===== config.mk =====
export PLATFORM = sky130hd
export DESIGN_NAME = pll_reset_sequencer
export DESIGN_NICKNAME = d
export VERILOG_FILES = /design/src/rtl/hdmi_pkg.sv /design/src/rtl/sync_2ff.sv /design/src/rtl/pll_reset_sequencer.sv
export SDC_FILE = /design/constraint.sdc
export NUM_CORES = 1
export LEC_CHECK = 0
export BUFFER_PORTS_ARGS = -buffer_cell sky130_fd_sc_hd__buf_2
export CELL_PAD_IN_SITES_DETAIL_PLACEMENT = 1
export CELL_PAD_IN_SITES_GLOBAL_PLACEMENT = 1
export CORE_AREA = 2 2 77 79
export CTS_BUF_LIST = sky130_fd_sc_hd__clkbuf_8
export DETAILED_ROUTE_END_ITERATION = 10
export DIE_AREA = 0 0 79 81
export GPL_ROUTABILITY_DRIVEN = 0
export HOLD_SLACK_MARGIN = 0.05
export PLACE_DENSITY_LB_ADDON = 0.3
export RECOVER_POWER = 25
export SYNTH_ARGS = -nofsm -noshare
export SYNTH_HDL_FRONTEND = slang
export SYNTH_SLANG_ARGS = --single-unit

===== constraint.sdc =====
create_clock -name clock_in -period 2.4 [get_ports clock_in]
set_input_delay 0.6 -clock clock_in [delete_from_list [all_inputs] [get_ports clock_in]]
set_output_delay 0.6 -clock clock_in [all_outputs]
set_load 0.005 [all_outputs]

===== src/rtl/hdmi_pkg.sv =====
`default_nettype none
//==============================================================================
// Module   : hdmi_pkg
// Brief    : Shared state encoding and default timing constants for the
//            PLL reset sequencer.
// Revision : 1.0 - initial release
//==============================================================================
package hdmi_pkg;

   typedef enum logic [2:0] {
      ST_PLL_RST   = 3'd0,
      ST_WAIT_LOCK = 3'd1,
      ST_STABLE    = 3'd2,
      ST_RUN       = 3'd3,
      ST_FAULT     = 3'd4
   } seq_state_t;

   // Defaults assume a 12 MHz reference clock.
   localparam int unsigned c_def_rst_cycles    = 16;
   localparam int unsigned c_def_lock_timeout  = 1200;
   localparam int unsigned c_def_stable_cycles = 256;
   localparam int unsigned c_def_max_retries   = 3;

   function automatic int unsigned max3(input int unsigned a,
                                        input int unsigned b,
                                        input int unsigned c);
      int unsigned m;
      m = (a > b) ? a : b;
      return (m > c) ? m : c;
   endfunction

endpackage
`default_nettype wire


===== src/rtl/sync_2ff.sv =====
`default_nettype none
//==============================================================================
// Module   : sync_2ff
// Brief    : Single-bit two-flop synchronizer, asynchronous active-low reset.
// Revision : 1.0 - initial release
//==============================================================================
module sync_2ff (
   input  logic clk,
   input  logic rst_n,
   input  logic i_d,
   output logic o_q
);

   logic r_meta;
   logic r_sync;

   always_ff @(posedge clk or negedge rst_n) begin
      if (!rst_n) begin
         r_meta <= 1'b0;
         r_sync <= 1'b0;
      end else begin
         r_meta <= i_d;
         r_sync <= r_meta;
      end
   end

   assign o_q = r_sync;

endmodule
`default_nettype wire


===== src/rtl/pll_reset_sequencer.sv =====
`default_nettype none
//==============================================================================
// Module   : pll_reset_sequencer
// Brief    : Pulses PLL reset, waits for a stable lock with bounded retries and
//            releases the video-domain reset only while the PLL is locked.
// Revision : 1.0 - initial release
//==============================================================================
module pll_reset_sequencer
   import hdmi_pkg::*;
#(
   parameter int unsigned RST_CYCLES    = c_def_rst_cycles,
   parameter int unsigned LOCK_TIMEOUT  = c_def_lock_timeout,
   parameter int unsigned STABLE_CYCLES = c_def_stable_cycles,
   parameter int unsigned MAX_RETRIES   = c_def_max_retries
) (
   input  logic       clock_in,
   input  logic       reset_n,
   input  logic       locked,
   input  logic       restart,
   output logic       pll_reset,
   output logic       video_reset_n,
   output logic       ready,
   output logic       fault,
   output logic       lock_lost,
   output logic [1:0] retries
);

   localparam int unsigned c_cnt_max = max3(RST_CYCLES, LOCK_TIMEOUT, STABLE_CYCLES);
   localparam int unsigned c_cnt_w   = $clog2(c_cnt_max + 1);
   localparam int unsigned c_tmo_w   = $clog2(LOCK_TIMEOUT + 1);

   localparam logic [c_cnt_w-1:0] c_rst_last    = c_cnt_w'(RST_CYCLES - 1);
   localparam logic [c_cnt_w-1:0] c_stable_last = c_cnt_w'(STABLE_CYCLES - 1);
   localparam logic [c_tmo_w-1:0] c_tmo_last    = c_tmo_w'(LOCK_TIMEOUT - 1);
   localparam logic [1:0]         c_max_ret     = (MAX_RETRIES > 3) ? 2'd3 : 2'(MAX_RETRIES);

   seq_state_t         r_state;
   seq_state_t         w_next_state;
   logic [c_cnt_w-1:0] r_cnt;
   logic [c_cnt_w-1:0] w_cnt_nxt;
   logic [c_tmo_w-1:0] r_tmo;
   logic [c_tmo_w-1:0] w_tmo_nxt;
   logic [1:0]         r_retries;
   logic [1:0]         w_retries_nxt;
   logic [1:0]         w_retries_inc;
   logic               r_lock_lost;
   logic               w_lock_lost_nxt;
   logic               w_fail;
   logic               w_locked_s;

   logic r_pll_reset;
   logic r_video_reset_n;
   logic r_ready;
   logic r_fault;

   sync_2ff u_lock_sync (
      .clk   (clock_in),
      .rst_n (reset_n),
      .i_d   (locked),
      .o_q   (w_locked_s)
   );

   assign w_retries_inc = (r_retries == c_max_ret) ? r_retries : r_retries + 2'd1;

   always_ff @(posedge clock_in or negedge reset_n) begin
      if (!reset_n) begin
         r_state     <= ST_PLL_RST;
         r_cnt       <= '0;
         r_tmo       <= '0;
         r_retries   <= 2'd0;
         r_lock_lost <= 1'b0;
      end else begin
         r_state     <= w_next_state;
         r_cnt       <= w_cnt_nxt;
         r_tmo       <= w_tmo_nxt;
         r_retries   <= w_retries_nxt;
         r_lock_lost <= w_lock_lost_nxt;
      end
   end

   // r_cnt times the current phase; r_tmo bounds WAIT_LOCK+STABLE of one attempt.
   always_comb begin
      w_next_state    = r_state;
      w_cnt_nxt       = r_cnt;
      w_tmo_nxt       = r_tmo;
      w_retries_nxt   = r_retries;
      w_lock_lost_nxt = r_lock_lost;
      w_fail          = 1'b0;

      case (r_state)
         ST_PLL_RST: begin
            if (r_cnt == c_rst_last) begin
               w_next_state = ST_WAIT_LOCK;
               w_cnt_nxt    = '0;
               w_tmo_nxt    = '0;
            end else begin
               w_cnt_nxt = r_cnt + 1'b1;
            end
         end

         ST_WAIT_LOCK: begin
            if (r_tmo == c_tmo_last) begin
               w_fail = 1'b1;
            end else begin
               w_tmo_nxt = r_tmo + 1'b1;
               if (w_locked_s) begin
                  w_next_state = ST_STABLE;
                  w_cnt_nxt    = '0;
               end else begin
                  w_cnt_nxt = r_cnt + 1'b1;
               end
            end
         end

         ST_STABLE: begin
            if (w_locked_s && (r_cnt == c_stable_last)) begin
               w_next_state = ST_RUN;
               w_cnt_nxt    = '0;
            end else if (r_tmo == c_tmo_last) begin
               w_fail = 1'b1;
            end else if (!w_locked_s) begin
               w_next_state = ST_WAIT_LOCK;
               w_cnt_nxt    = '0;
               w_tmo_nxt    = r_tmo + 1'b1;
            end else begin
               w_cnt_nxt = r_cnt + 1'b1;
               w_tmo_nxt = r_tmo + 1'b1;
            end
         end

         ST_RUN: begin
            if (!w_locked_s) begin
               w_next_state    = ST_PLL_RST;
               w_cnt_nxt       = '0;
               w_lock_lost_nxt = 1'b1;
               w_retries_nxt   = 2'd0;
            end
         end

         ST_FAULT: begin
            w_next_state = ST_FAULT;
         end

         default: begin
            w_next_state = ST_PLL_RST;
            w_cnt_nxt    = '0;
         end
      endcase

      if (w_fail) begin
         w_retries_nxt = w_retries_inc;
         w_cnt_nxt     = '0;
         w_next_state  = (w_retries_inc == c_max_ret) ? ST_FAULT : ST_PLL_RST;
      end

      // Restart overrides every other transition decided above.
      if (restart) begin
         w_next_state    = ST_PLL_RST;
         w_cnt_nxt       = '0;
         w_tmo_nxt       = '0;
         w_retries_nxt   = 2'd0;
         w_lock_lost_nxt = 1'b0;
      end
   end

   // Decoded from the next state so the outputs switch on the same edge as the state.
   always_ff @(posedge clock_in or negedge reset_n) begin
      if (!reset_n) begin
         r_pll_reset     <= 1'b1;
         r_video_reset_n <= 1'b0;
         r_ready         <= 1'b0;
         r_fault         <= 1'b0;
      end else begin
         r_pll_reset     <= (w_next_state == ST_PLL_RST) || (w_next_state == ST_FAULT);
         r_video_reset_n <= (w_next_state == ST_RUN);
         r_ready         <= (w_next_state == ST_RUN);
         r_fault         <= (w_next_state == ST_FAULT);
      end
   end

   assign pll_reset     = r_pll_reset;
   assign video_reset_n = r_video_reset_n;
   assign ready         = r_ready;
   assign fault         = r_fault;
   assign lock_lost     = r_lock_lost;
   assign retries       = r_retries;

endmodule
`default_nettype wire


* Word level (Yosys, flattened, before mapping) *
Cells that the tools add are included.

storage, ports and cells
  bits in registers = 33
  bits of input ports = 4
  output and inout bits = 7

cells by class
  add/subtract/negate cells = 3
  equality and inequality tests = 19
  muxes and demuxes = 37
  reduce and logical (&&, ||, !) cells = 11

operators with widths
  kind                   count
  $mux 11                13
  $pmux 11 s5            1
  $pmux 11 s3            1
  $mux 3                 10
  $add 11x1->11 const B  2
  $pmux 3 s5             1
  $ne 3x3->1 const B     4
  $eq 11x11->1 const B   1
  $eq 11x4->1 const B    1
  $eq 11x8->1 const B    1
  $mux 2                 5
  $eq 3x2->1 const B     3
  $ne 4x4->1 const B     2
  $eq 3x3->1 const B     2
  $logic_not 3->1        2
  $mux 1                 5
  $ne 5x5->1 const B     1
  $eq 2x2->1 const B     2
  $reduce_and 2->1       2
  $reduce_and 4->1       1
  $reduce_bool 4->1      1
  $eq 3x1->1 const B     1
  $reduce_and 3->1       1
  $reduce_bool 3->1      1
  other kinds (6)        6

* Depth between registers and ports, before layout *
  depth in word-level cells = 8
  depth in mapped cells = 7

* By module *
Synthesis repeated with hierarchy kept, for this count alone.

second synthesis, totals
  cell total of the unflattened synthesis = 210
  area total of the unflattened synthesis = 1996.9 um2

modules (own cells, without submodules)
  module               instances  cells each  area an instance (um2)  sequential area each (um2)
  pll_reset_sequencer  1          208         1946.9                  777.0
  sync_2ff             1          2           50.0                    50.0

* Least setup slack after synthesis *
OpenSTA, ideal clock, no wires.

  path kind = reg2reg
  start = register r_cnt[0]
  end = register r_cnt[10]
  setup time = 0.126 ns
  arrival time = 1.828 ns
  data required time = 2.274 ns
  path slack = 0.446 ns
  stages on the path, launching flop included = 8
  path buffers = 1
  path through = dfrtp_1 ha_1 and3_1 and4_4 nor4_4 buf_6 nor4_1 a221o_1

on the way
  word-level cells in the longest chain between the ends = 7
  elaborated cells between the ends (all ways) = 20

RTL lines
  what                    RTL line                                                                           RTL
  from (decl)             pll_reset_sequencer.sv:39                                                          logic [c_cnt_w-1:0] r_cnt;
  from (signal assigned)  pll_reset_sequencer.sv:74                                                          r_cnt <= w_cnt_nxt;
  $add 11x1->11           pll_reset_sequencer.sv:97, pll_reset_sequencer.sv:110, pll_reset_sequencer.sv:126
  $mux 11                 pll_reset_sequencer.sv:121                                                         end else if (!w_locked_s) begin
  $mux 11                 pll_reset_sequencer.sv:119                                                         end else if (r_tmo == c_tmo_last) begin
  $mux 11                 pll_reset_sequencer.sv:116                                                         if (w_locked_s && (r_cnt == c_stable_last)) begin
  $pmux 11 s5             pll_reset_sequencer.sv:90                                                          case (r_state)
  $mux 11                 pll_reset_sequencer.sv:150                                                         if (w_fail) begin
  $mux 11                 pll_reset_sequencer.sv:157                                                         if (restart) begin

Parallel ways exist; a longest one is shown, timed or not. The select of a mux whose other input is x is not followed.
A chain may end at the register's enable or synchronous reset.

* Final worst setup path *
  start = register r_state[0]
  end = register r_cnt[3]

on the way
  word-level cells in the longest chain between the ends = 4
  elaborated cells between the ends (all ways) = 14

RTL lines
  what                                                          RTL line                   RTL
  from (decl)                                                   pll_reset_sequencer.sv:37  seq_state_t r_state;
  from (signal assigned)                                        pll_reset_sequencer.sv:73  r_state <= w_next_state;
  $eq 3x2->1, or another cell as far along                      pll_reset_sequencer.sv:90
  $pmux 1 s2 / $pmux 11 s5 (equally long branches)              pll_reset_sequencer.sv:90
  $ne 5x5->1 (no line), or another cell as far along            n/a
  $reduce_and 4->1 (no line) / $mux 11 (equally long branches)  n/a

Parallel ways exist; a longest one is shown, timed or not.

==> results by group <==
Clock network
  – Cts bufs inserted: 5
  – Post-cts sizing count: 0
  – Root Driver: clkbuf_8
  – Htree depth: 2
  – Clk_lat worst skew: 0.29 ns
  – TritonCTS clock tree: yes
  – Hold buffers post-CTS: 0
  – Post-CTS setup buffer count: 0
  – Clock tree buffer depth: 2
  – Clock Sinks: 33
  – Clock-pin slew on the worst setup and hold paths: 0.07 ns

GRT
  – Global-route wire length before repair: 8730 microns
  – Total congestion overflow: 0
  – Antenna violations before repair: 0
  – GRT Overall Usage: 17.6%
  – Largest net degree at the start of global routing: 34
  – Number of global-route vias before repair: 1,653

Place
  – Post-DP Area: 2140 sq um
  – Port Buffers: 10
  – Detailed Place HPWL: 3740 microns

Pwr
  – Psw: 0.254 mW
  – Reg power frac: 52.2%
  – P_int: 0.837 mW
  – Power density over the cells: 487 nW/um^2
  – Combinational power share: 4.3%
  – Power consumption: 1.09 mW
  – Sw Share: 23.3%
  – Clock network power share: 43.5%
  – Leak: 0.916 nW
  – Peak supply drop: 254 uV

STA
  – Tmin final: 2.32 ns
  – Ratio of final minimum period to clock period: 96.6%
  – Final TNS setup: 0 ns
  – Worst Hold Slack: 0.352 ns
  – Max-slew violations: 34
  – Clock Skews: 0.0118 ns
  – Final Setup Violations: 0
  – Slew HR: -26.0%
  – Max Clock Freq: 0.431 GHz
  – RSZ-0062 raised after global routing: false
  – Final hold violations: 0
  – Worst Tran Pin Value: 1.89 ns

Synth
  – FFs w/ async S/R, synth: 100%
  – Synth Area per Inst: 9.61 sq um
  – Synth top area share: 40.3%
  – Syn_nets: 213
  – Post-synthesis sequential area ratio: 41.6%
  – Post-synth EDFFs: 0
  – Gate count of the mapped netlist: 207
  – Synth area leader: dfrtp_1
  – Most common cell in the netlist: dfrtp_1
  – Synth unique cells: 61
  – Ys Warns: 0
  – Synth Register Bits: 33
  – List of most frequent post-synthesis cells: dfrtp_1, nand2_1, a21oi_1
  – Main synth FF type: dfrtp_1
  – Top cells by area, synth: dfrtp_1, nand2_1, o31ai_1, a21oi_1, or4_1
  – Mapped Area: 1990 sq um

Run status
  – Status: finished with violations
  – Violated checks: capacitance limit, slew limit

Final layout
  – Finished Cell Area: 2240 sq um
  – Share of layout cells above drive strength 1: 17.9%
  – Fin nets: 228
  – Ant. Diodes: 0
  – Filler cells: 672
  – P&R area growth vs syn: 12.6%

Floorplan
  – I/O pin total: 11
  – Total core area: 5680 sq um
  – Core Rows: 28
  – Die X: 79 microns
  – Initial core utilization: 35.1%
  – Die Area: 6400 sq um
  – Die Ht: 81 microns

Run
  – Max-cap violations: 1

Setup path
  – Critical path, cell by cell: or3b_1 > and4_4 > nor4_4 > buf_4 > nor4_1 > a211o_1
  – CP arrival: 2.49 ns
  – Slowest CP cell: dfrtp_1
  – CP delay by family, top: simple AND/OR/NAND/NOR gates
  – Critical path class: flip-flop to flip-flop
  – Crit-path max FO: 12
  – Crit end category: flip-flop
  – WP buf/inv: 1
  – Worst EP required: 2.57 ns
  – Max stage delay on crit path: 0.52 ns
  – Worst setup SP type: flip-flop
  – R2R setup slack: 0.08 ns

Hold path
  – Hold crit path type: flip-flop to flip-flop

Drt
  – Drt first pass iters: 4
  – DRC: 0
  – Routed Antenna Nets: 0
  – Vias per cell: 5.82
  – Drt wl/cell: 17.7 microns
  – Via count: 1,734
  – Initial DRC count: 70
  – Final WL: 5270 microns
-- kinds of logic (layout without fill, tap and decap cells) --
group / after synthesis / in the layout / share of synthesized area [%]
flops: 33 / 33 / 41.6
simple gates: 95 / 95 / 30.6
buf+inv: 17 / 33 / 4.65
xor+xnor: 1 / 1 / 0.440
fa+ha+maj: 2 / 2 / 1.26
compound gates: 59 / 59 / 21.5
-- path summary, 6_finish.rpt --
check / startpoint / end / cells after the start
setup / recovery: r_state[0] / r_cnt[3] / 6
hold / removal: u_lock_sync.r_meta / u_lock_sync.o_q / 0
setup reg to reg: r_state[0] / r_cnt[3] / 6
hold reg to reg: u_lock_sync.r_meta / u_lock_sync.o_q / 0
max in group asynchronous: reset_n / r_state[0] / 1
min in group asynchronous: reset_n / r_tmo[7] / 1
-- final cells by class --
cell class              count  area (sq um)  share of cell area (%)
clock buffers               7          96.3                    4.30
well taps                  75          93.8                    4.19
repair buffers             18           121                    5.42
multi-input cells         157          1070                    47.8
clock inverters             1          5.00                   0.223
flip-flops and latches     33           827                    36.9
inverters                   7          26.3                    1.17
-- layout by cell type (no fill, tap or decap), drive strengths merged, types with 10 or more instances in the layout --
master and instances:
o21ai 11, nand2 19, nor2 10, nand3 10
a21oi 13, buf 17, nor3 10, dfrtp 32
-- power by group through the flow --
stage                     Clock, mW  Sequential, mW  Combinational, mW
after floorplan                   0           0.578             0.0218
after global placement            0           0.580             0.0478
after detailed placement          0           0.580             0.0491
after CTS                     0.485           0.569             0.0492
after global routing          0.519           0.570             0.0537
final                         0.474           0.569             0.0474
-- state kept, by name, indices dropped and copies added (netlist names), 2 cells and up --
name,count
r_cnt,11
r_tmo,11
retries,2
r_state,3
-- through the flow --
stage	worst slack (ns)	util [%]	std cells
CTS	0.0835	39.5	298
finish	0.0823	39.5	298
floorplan	0.446	-	207
global route	0.0131	39.5	298
detailed placement	0.107	37.7	290
global placement	0.171	37.7	290
-- metal layers --
| metal | vias to the layer above | GRT usage [%] | routed length (microns) |
|---|---|---|---|
| li1 | 836 | - | - |
| met1 | 868 | 25.0 | 2560 |
| met2 | 23 | 28.0 | 2500 |
| met3 | 7 | 3.67 | 161 |
| met4 | 0 | 3.62 | 46 |
| met5 | - | 0 | 0 |
(Power assumes the default switching activity.)
